==> src/rtl/uart_rx_unit.sv <==
// uart_rx_unit: 8N1 UART receiver.
// Deserialises one byte per frame and presents it zero-extended on RxData.
// RX_flag is held until RxClear. FrameError and Overrun are sticky status
// bits that RxClear also acknowledges.
// The receive FSM samples each bit at mid-bit. It finds mid-bit by timing
// half a bit period from the start-bit edge, then whole bit periods from there.

module uart_rx_unit #(
    parameter int unsigned CLK_FREQ   = 50000000,
    parameter int unsigned BAUD_RATE  = 115200,
    parameter int unsigned DATA_WIDTH = 32
) (
    input  logic                  clk,
    input  logic                  reset,
    input  logic                  SerialDataIn,
    input  logic                  RxClear,
    output logic [DATA_WIDTH-1:0] RxData,
    output logic                  RX_flag,
    output logic                  FrameError,
    output logic                  Overrun,
    output logic                  Busy
);

    localparam int unsigned CLKS_PER_BIT = CLK_FREQ / BAUD_RATE;
    localparam int unsigned HALF_BIT     = CLKS_PER_BIT / 2;
    localparam int unsigned CntW         = (CLKS_PER_BIT > 1) ? $clog2(CLKS_PER_BIT) : 1;

    // Terminal counts for the half-bit (start) and full-bit (data/stop) intervals.
    localparam logic [CntW-1:0] HalfLast = CntW'(HALF_BIT - 1);
    localparam logic [CntW-1:0] BitLast  = CntW'(CLKS_PER_BIT - 1);

    typedef enum logic [2:0] {
        StIdle,
        StStart,
        StData,
        StStop,
        StBreakWait
    } state_e;

    state_e                  state_q, state_d;
    logic [CntW-1:0]         baud_cnt_q, baud_cnt_d;
    logic [2:0]              bit_cnt_q, bit_cnt_d;
    logic [7:0]              shift_q, shift_d;
    logic                    rx_meta_q, rx_meta_d;
    logic                    rx_s_q, rx_s_d;
    logic [DATA_WIDTH-1:0]   rx_data_q, rx_data_d;
    logic                    rx_flag_q, rx_flag_d;
    logic                    frame_err_q, frame_err_d;
    logic                    overrun_q, overrun_d;

    // Register all state. The synchroniser resets to the idle-line level.
    always_ff @(posedge clk or negedge reset) begin
        if (!reset) begin
            state_q     <= StIdle;
            baud_cnt_q  <= '0;
            bit_cnt_q   <= '0;
            shift_q     <= '0;
            rx_meta_q   <= 1'b1;
            rx_s_q      <= 1'b1;
            rx_data_q   <= '0;
            rx_flag_q   <= 1'b0;
            frame_err_q <= 1'b0;
            overrun_q   <= 1'b0;
        end else begin
            state_q     <= state_d;
            baud_cnt_q  <= baud_cnt_d;
            bit_cnt_q   <= bit_cnt_d;
            shift_q     <= shift_d;
            rx_meta_q   <= rx_meta_d;
            rx_s_q      <= rx_s_d;
            rx_data_q   <= rx_data_d;
            rx_flag_q   <= rx_flag_d;
            frame_err_q <= frame_err_d;
            overrun_q   <= overrun_d;
        end
    end

    // Next-state logic: synchroniser, receive FSM and status flags.
    always_comb begin
        state_d     = state_q;
        baud_cnt_d  = baud_cnt_q;
        bit_cnt_d   = bit_cnt_q;
        shift_d     = shift_q;
        rx_meta_d   = SerialDataIn;
        rx_s_d      = rx_meta_q;
        rx_data_d   = rx_data_q;
        rx_flag_d   = rx_flag_q;
        frame_err_d = frame_err_q;
        overrun_d   = overrun_q;

        // The acknowledge is applied first. A frame event in the same cycle
        // then overrides it.
        if (RxClear) begin
            rx_flag_d   = 1'b0;
            frame_err_d = 1'b0;
            overrun_d   = 1'b0;
        end

        unique case (state_q)
            StIdle: begin
                if (!rx_s_q) begin
                    state_d    = StStart;
                    baud_cnt_d = '0;
                end
            end

            StStart: begin
                if (baud_cnt_q == HalfLast) begin
                    baud_cnt_d = '0;
                    if (!rx_s_q) begin
                        state_d   = StData;
                        bit_cnt_d = '0;
                    end else begin
                        // The line went high again before mid-start-bit, so
                        // this was a glitch rather than a start bit.
                        state_d = StIdle;
                    end
                end else begin
                    baud_cnt_d = baud_cnt_q + CntW'(1);
                end
            end

            StData: begin
                if (baud_cnt_q == BitLast) begin
                    baud_cnt_d = '0;
                    // The line sends the LSB first, so each bit shifts in at
                    // the top of the register.
                    shift_d    = {rx_s_q, shift_q[7:1]};
                    if (bit_cnt_q == 3'd7) begin
                        state_d = StStop;
                    end else begin
                        bit_cnt_d = bit_cnt_q + 3'd1;
                    end
                end else begin
                    baud_cnt_d = baud_cnt_q + CntW'(1);
                end
            end

            StStop: begin
                if (baud_cnt_q == BitLast) begin
                    baud_cnt_d = '0;
                    if (rx_s_q) begin
                        state_d   = StIdle;
                        rx_data_d = {{(DATA_WIDTH - 8){1'b0}}, shift_q};
                        rx_flag_d = 1'b1;
                        // A same-cycle acknowledge consumes the old byte, so
                        // that case is not an overrun.
                        if (rx_flag_q && !RxClear) begin
                            overrun_d = 1'b1;
                        end
                    end else begin
                        state_d     = StBreakWait;
                        frame_err_d = 1'b1;
                    end
                end else begin
                    baud_cnt_d = baud_cnt_q + CntW'(1);
                end
            end

            StBreakWait: begin
                // Wait here while the line is held low, so a break does not
                // start another frame.
                if (rx_s_q) begin
                    state_d = StIdle;
                end
            end

            default: begin
                state_d = StIdle;
            end
        endcase
    end

    assign RxData     = rx_data_q;
    assign RX_flag    = rx_flag_q;
    assign FrameError = frame_err_q;
    assign Overrun    = overrun_q;
    assign Busy       = (state_q != StIdle);

endmodule
==> config.mk <==
export PLATFORM = sky130hd
export DESIGN_NAME = uart_rx_unit
export DESIGN_NICKNAME = d
export VERILOG_FILES = /design/src/rtl/uart_rx_unit.sv
export SDC_FILE = /design/constraint.sdc
export NUM_CORES = 1
export LEC_CHECK = 0
export CAP_MARGIN = 10
export CORE_ASPECT_RATIO = 1.1
export CORE_MARGIN = 2
export CORE_UTILIZATION = 30
export CTS_CLUSTER_DIAMETER = 120
export DETAILED_ROUTE_END_ITERATION = 8
export SYNTH_ARGS = -nofsm -noshare
export SYNTH_HDL_FRONTEND = slang
export SYNTH_SLANG_ARGS = --single-unit
==> constraint.sdc <==
create_clock -name clk -period 2.1 [get_ports clk]
set_clock_uncertainty 0.05 [all_clocks]
set_input_delay 0.21 -clock clk [delete_from_list [all_inputs] [get_ports clk]]
set_output_delay 0.21 -clock clk [all_outputs]
set_load 0.02 [all_outputs]
Word level (Yosys, flattened, before mapping)
Cells that the tools add are included.

Register bits: 36. Word-level logic and storage cells: 70. Output and inout bits: 36.

Reduce and logical (&&, ||, !) cells: 12. Mux-type cells: 31. Eq/ne operators: 15. Add/subtract/negate cells: 2.

Operators by type and width (count): $mux W3 (11); $mux W9 (3); $pmux W9 S3 (1); $ne A2 B2 Y1 const B (8); $pmux W3 S5 (1); $mux W1 (13); $add A9 B1 Y9 const B (1); $eq A9 B8 Y1 const B (1); $eq A9 B9 Y1 const B (1); $eq A3 B2 Y1 const B (2); $eq A3 B3 Y1 const B (2); $pmux W3 S2 (1); $reduce_and A6 Y1 (1); $reduce_bool A3 Y1 (2); $reduce_and A5 Y1 (1); $reduce_and A2 Y1 (2); $add A3 B1 Y3 const B (1); $eq A3 B1 Y1 const B (1); $logic_not A3 Y1 (1); $reduce_and A3 Y1 (1); $mux W2 (1); $reduce_bool A2 Y1 (1); $reduce_or A2 Y1 (1); $logic_and A1 B1 Y1 (1); $logic_not A1 Y1 (1).

Depth between registers and ports, before layout
Gate-level depths: netlist of the first run.

Depth in word-level cells: 6. Depth in mapped cells: 8. Depth with buffers taken out: 6.

Worst setup path after synthesis of the first run
No wires, ideal clock.

Path kind: register -> register. From: reg state_q[0]. To: reg bit_cnt_q[0]. Stages on the path, launching flop included: 6. Data arrival time: 1685 ps. Path slack: 240 ps. Path buffers: 1. Setup time: 125 ps. Required time: 1925 ps. Cells stage by stage: dfrtp_1 buf_4 or3b_1 o22a_1 a211oi_4 mux2_4.

Word-level cells in the longest chain between the ends: 3. Elaborated cells on any way between the ends: 9.

RTL lines: start, declared (line 40) `state_e state_q, state_d;`; start signal, assigned (line 54) `state_q <= StIdle;`; start signal, assigned (line 65) `state_q <= state_d;`; $eq A3 B2 Y1 or $eq A3 B1 Y1 (tied branches) (line 99) `unique case (state_q)`; $ne A2 B2 Y1 (no line) or $reduce_bool A2 Y1 (tied branches); $reduce_and A5 Y1 (no line); end signal, assigned (line 67) `bit_cnt_q <= bit_cnt_d;`; end, declared (line 42) `logic [2:0] bit_cnt_q, bit_cnt_d;`.

Parallel ways exist; a longest one is shown, timed or not. A chain may end at the register's enable or synchronous reset.

Final worst setup path of the first run
From: reg state_q[1]. To: out Busy.

Word-level cells in the longest chain between the ends: 1.

RTL lines: $reduce_bool A3 Y1 (line 178) `assign Busy = (state_q != StIdle);`; end, declared (line 21) `output logic Busy`.

Every way passes these cells.

==> run metrics, run 1 <==
minimum clock period 2.02 ns; Avg Synthesized Cell Area 10.9 sq um; VDD IR max 0.000232 V; Layout area overhead 12.9%; DRT iter0 DRCs 33; Final Slew Violations 0; FMAX 495 MHz; Starting Density 0.311; MaxCap Viol Count 0; post-CTS sizing 0; final setup violation count 0; Reg clk slew, reported paths around 0.080 ns; Reg2Reg Setup Slack 0.17 ns; multi-input logic area 868 sq um; first-pass GRT wire length between 5000 and 6000 um; Fill cells 638; drt first pass iters 4; Die Area 0.00707 sq mm; unrepaired setup endpoints after global routing no; post-DP HPWL 2250 um; RePlAce Congestion 0.753; Die X 80.4 um; Antenna Diode Count 0; overall routed net length 3100 um; number of synthesized flops with an enable pin 0; setup bufs post-CTS 0; Avg Vias per Cell 4.49; HP Class input port to asynchronous set/reset pin; post-synthesis sequential area ratio 0.469; crit end category output pin; CTS tree yes; Clock Tree Root clkbuf_8; CP Max Fanout 9; Final TNS setup 0 ns; prevailing post-synth register cell dfrtp_1; worst reg2reg path endpoint bit_cnt_q[0]; num rows 30; RR Startpoint state_q[0]; Leak 1.03 nW; pwr dens between 500 and 600 mW/mm^2; I/O pin cnt 40; Final Total Pwr 1.25 mW; cts bufs inserted 5; #FFs+latches synth 36; CP startpoint kind register; core area 0.00619 sq mm; fraction of layout cells with a size suffix above 1 0.121; DR vias 1,248; routed len/inst 11.1 um; Synth Cell Area 0.00192 sq mm; Crit. Startpoint state_q[1]; slew at the pin closest to its max-slew limit 0.508 ns; initial antenna violation count 0; CTS Sinks 36; Reg area approximately 900 sq um; crit path DAT 1.76 ns; Hold Buf Count CTS 0; Critical Path RT between 1.5 and 2 ns; clk_lat worst skew 0.29 ns; asr flop ratio synth 1.00; Yosys cell types 49; slew margin rel. 0.661; Final period util 0.963; largest net degree at the start of global routing 37; ANT nets after route 0; Total Routing Usage GR 0.0991; number of global-route vias before repair 1,209; reg2reg path depth 4; Hold Vio Cnt, Final 0; residual DRC count 0; yosys warns 0; Final #Nets 206; die height 88 um; critical path class register to output pin; Buffers on Ports 15; total gr overflow 0; cells after synthesis 177; number of H-tree levels 2; CTS Buffer Depth 2; CP Capture Point Busy; status complete, no violations
-- synth_stat cells, types with 2 or more instances --
cell | instances | area [sq um]
a21o_1 | 3 | 22.5
a21oi_1 | 4 | 20.0
and2_1 | 2 | 12.5
and4b_1 | 2 | 20.0
buf_2 | 2 | 10.0
buf_4 | 26 | 195
dfrtp_1 | 34 | 851
dfstp_2 | 2 | 52.6
ha_1 | 5 | 62.6
inv_1 | 7 | 26.3
mux2_1 | 16 | 180
mux2i_1 | 2 | 20.0
nand2_1 | 18 | 67.6
nand3_1 | 4 | 20.0
nor2_1 | 9 | 33.8
nor2b_1 | 2 | 12.5
o22ai_1 | 5 | 31.3
or2_2 | 2 | 12.5
or3b_1 | 2 | 17.5
-- sequential cells by signal, summed over array words and instances, names as in the netlist --
register	count
baud_cnt_q	9
RxData	8
shift_q	8
bit_cnt_q	3
state_q	3
FrameError	1
Overrun	1
RX_flag	1
rx_meta_q	1
rx_s_q	1
-- worst min path at each step --
stage | from | end | slack, ns
after global routing | SerialDataIn | rx_meta_q | 0.28
after detailed placement | rx_meta_q | rx_s_q | 0.30
final | reset | baud_cnt_q[0] | 0.28
after CTS | SerialDataIn | rx_meta_q | 0.27
after global placement | rx_meta_q | rx_s_q | 0.30
after floorplan | reset | FrameError | -0.14
-- kinds of logic (layout without fill, tap and decap cells) --
group,count (synthesis),in the layout,synth area share
AO/OA/AOI/OAI,26,26,0.104
adder cells (fa/ha/maj),5,5,0.0325
buffers and inverters,37,35,0.124
flip-flops,36,36,0.469
multiplexers,20,20,0.118
other,1,24,0.00195
AND/OR/NAND/NOR,52,52,0.150
-- area by class of cell --
type / instances / area share
Inverter: 7 / 0.0121
Tap cell: 80 / 0.0461
Clock buffer: 5 / 0.0317
Clock inverter: 3 / 0.00864
Timing Repair Buffer: 20 / 0.0864
Multi-Input combinational cell: 127 / 0.400
Sequential cell: 36 / 0.416
-- through the flow --
stage | setup slack (ns) | hold slack, ns | cells | area [sq um] | util
floorplan | 0.240 | -0.136 | 200 | 2010 | -
global placement | 0.211 | 0.296 | 270 | 2090 | 0.337
detailed placement | 0.190 | 0.297 | 270 | 2090 | 0.337
CTS | 0.0660 | 0.269 | 278 | 2170 | 0.351
global route | 0.0150 | 0.276 | 278 | 2170 | 0.351
finish | 0.0784 | 0.277 | 278 | 2170 | 0.351
-- critical path: stages, from the launching register on --
cell             delay, ns
dfrtp_1               0.40
buf_4                 0.17
or3_1                 0.36
clkdlybuf4s50_1       0.54
-- routing by layer --
layer  share of wire  GRT usage
met1            0.47      0.128
met2            0.48      0.159
met3           0.037     0.0258
met4           0.012     0.0385
met5               0          0
-- where the power goes --
| group | leakage (nW) | internal (mW) | total (mW) | switching [mW] |
|---|---|---|---|---|
| clock network | 0.0479 | 0.231 | 0.490 | 0.259 |
| registers | 0.481 | 0.696 | 0.699 | 0.00252 |
| logic | 0.502 | 0.00762 | 0.0609 | 0.0533 |
-- placed cells by master (no fill, tap or decap), types with 2 or more instances in the layout --
| cell | netlist | layout |
|---|---|---|
| conb_1 | 1 | 24 |
| nor2b_1 | 2 | 2 |
| inv_1 | 7 | 7 |
| nand2_1 | 18 | 18 |
| clkinv_2 | 0 | 2 |
| a21oi_1 | 4 | 4 |
| a21o_1 | 3 | 3 |
| dfstp_2 | 2 | 2 |
| and2_1 | 2 | 2 |
| nor2_1 | 9 | 9 |
| buf_4 | 26 | 5 |
| ha_1 | 5 | 5 |
| clkbuf_8 | 0 | 5 |
| mux2i_1 | 2 | 2 |
| nand3_1 | 4 | 4 |
| clkdlybuf4s50_1 | 0 | 15 |
| mux2_1 | 16 | 16 |
| or2_2 | 2 | 2 |
| or3b_1 | 2 | 2 |
| and4b_1 | 2 | 2 |
| o22ai_1 | 5 | 5 |
| dfrtp_1 | 34 | 34 |
(Power assumes the default switching activity.)
==> run 2, diff against run 1 <==
Settings changed: CTS_BUF_LIST from default to sky130_fd_sc_hd__clkbuf_16.
==> run metrics, run 2 (synthesis gave the netlist of run 1 again) <==
Total Routing Usage GR 0.101 (+0.00194); slew at the pin closest to its max-slew limit 0.506 ns (-0.00242 ns); CTS Buffer Depth 2 (unchanged); DR vias 1,244 (-0.32%); core area 0.00619 sq mm (unchanged); unrepaired setup endpoints after global routing no; critical-path cell list buf_4, or3_1, clkdlybuf4s50_1; CTS Sinks 36 (unchanged); CP max stage delay 0.54 ns (about the same); Reg clk slew, reported paths 0.06 ns (-0.02 ns); setup bufs post-CTS 0 (unchanged); Hold Buf Count CTS 0 (unchanged); ANT nets after route 0 (unchanged); RePlAce Congestion 0.753 (unchanged); Slowest-stage cell, CP clkdlybuf4s50_1; num rows 30 (unchanged); clk_lat worst skew 0.28 ns (about the same); HP Class input port to register; critical path class register to output pin; cts bufs inserted 5 (unchanged); Most flops, register baud_cnt_q; Avg Vias per Cell 4.47 (-0.32%); crit path DAT 1.74 ns (-0.02 ns); post-CTS sizing 0 (unchanged); drt first pass iters 4 (unchanged); Layout area overhead 15.9%; fraction of layout cells with a size suffix above 1 0.121 (unchanged); overall routed net length 3100 um (about the same); initial antenna violation count 0 (unchanged); MaxCap Viol Count 0 (unchanged); Final #Nets 206 (unchanged); Leak 1.06 nW (+2.5%); DRT iter0 DRCs 40 (+21%); CP startpoint kind register; slew margin rel. 0.663 (+0.00161); crit end category output pin; residual DRC count 0 (unchanged); most common cell after layout, fill and taps aside dfrtp_1; Antenna Diode Count 0 (unchanged); FMAX 499 MHz (+0.93%); max reg flops 9 (unchanged); die height 88 um (unchanged); I/O pin cnt 40 (unchanged); routed len/inst 11.1 um (about the same); post-DP HPWL 2250 um (unchanged); Post-Route Utilization 0.360 (+0.00909); Hold Vio Cnt, Final 0 (unchanged); number of H-tree levels 2 (unchanged); status complete, no violations; number of global-route vias before repair 1,208 (-0.083%); Die Area 0.00707 sq mm (unchanged); Die X 80.4 um (unchanged); Fill cells 630 (-1.3%); Buffers on Ports 15 (unchanged); Starting Density 0.311 (unchanged); final setup violation count 0 (unchanged); pwr dens 665 mW/mm^2 (+16%); CP Max Fanout 9 (unchanged); Final period util 0.954 (-0.00884); minimum clock period 2.00 ns (-0.0186 ns); Clock Tree Root clkbuf_16; Final Slew Violations 0 (unchanged); VDD IR max 0.000509 V (+120%); Final TNS setup 0 ns (unchanged); total gr overflow 0 (unchanged); first-pass GRT wire length 5610 um (+0.36%); CTS tree yes; largest net degree at the start of global routing 37 (unchanged); commonest cells after routing, fill and taps aside dfrtp_1, conb_1, nand2_1; Critical Path RT 1.84 ns (about the same)
-- run 2: cell count changes in the layout (fill, tap and decap cells not counted) --
cell | before | now
clkbuf_8 | 5 | 0
clkbuf_16 | 0 | 5
-- run 2: through the flow --
step                area, sq um  setup WS [ns]  power, mW  hold slack (ns)  instances
finish                     2230         0.0970       1.48            0.290        278
floorplan                  2010          0.240      0.786           -0.136        200
global placement           2090          0.211      0.774            0.296        270
global route               2230         0.0399       1.54            0.294        278
detailed placement         2090          0.190      0.774            0.297        270
CTS                        2230         0.0853       1.51            0.285        278
-- run 2: per-layer routing --
layer  up-vias  track usage  wire [um]
met4         0       0.0524         70
met2        24        0.160       1470
met5         -            0          0
met1       608        0.128       1450
li1        607            -          -
met3         5       0.0247         98
-- run 2: area by class of cell --
cell class,count,area (sq um),area share
Timing Repair Buffer,20,188,0.0842
Clock inverter,3,18.8,0.00842
Tap cell,80,100,0.0449
Inverter,7,26.3,0.0118
Multi-Input combinational cell,127,868,0.389
Clock buffer,5,125,0.0561
Sequential cell,36,903,0.405
-- run 2: where the power goes --
group | switching, mW | internal (mW)
Combinational | 0.0533 | 0.00761
Clock | 0.285 | 0.437
Sequential | 0.00254 | 0.698
-- run 2: worst paths after layout --
| path | endpoint | from | cells past startpoint | slack (ns) |
|---|---|---|---|---|
| setup / recovery | Busy | state_q[1] | 3 | 0.1 |
| hold / removal | rx_meta_q | SerialDataIn | 1 | 0.29 |
| setup reg to reg | bit_cnt_q[0] | state_q[0] | 4 | 0.18 |
| hold reg to reg | rx_s_q | rx_meta_q | 0 | 0.30 |
| max in group asynchronous | rx_meta_q | reset | 2 | 1.36 |
| min in group asynchronous | baud_cnt_q[0] | reset | 2 | 0.30 |
-- run 2: critical path: cells and delay by family (launching register included) --
family	cells	cell delay, ns
buf+inv	2	0.71
simple gates	1	0.36
flops	1	0.39
==> run 3, diff against run 2 <==
Settings changed: ABC_CLOCK_PERIOD_IN_PS from default to 2100.
==> results of run 3 <==
Final layout, timing and power as in run 2 (identical DEF).
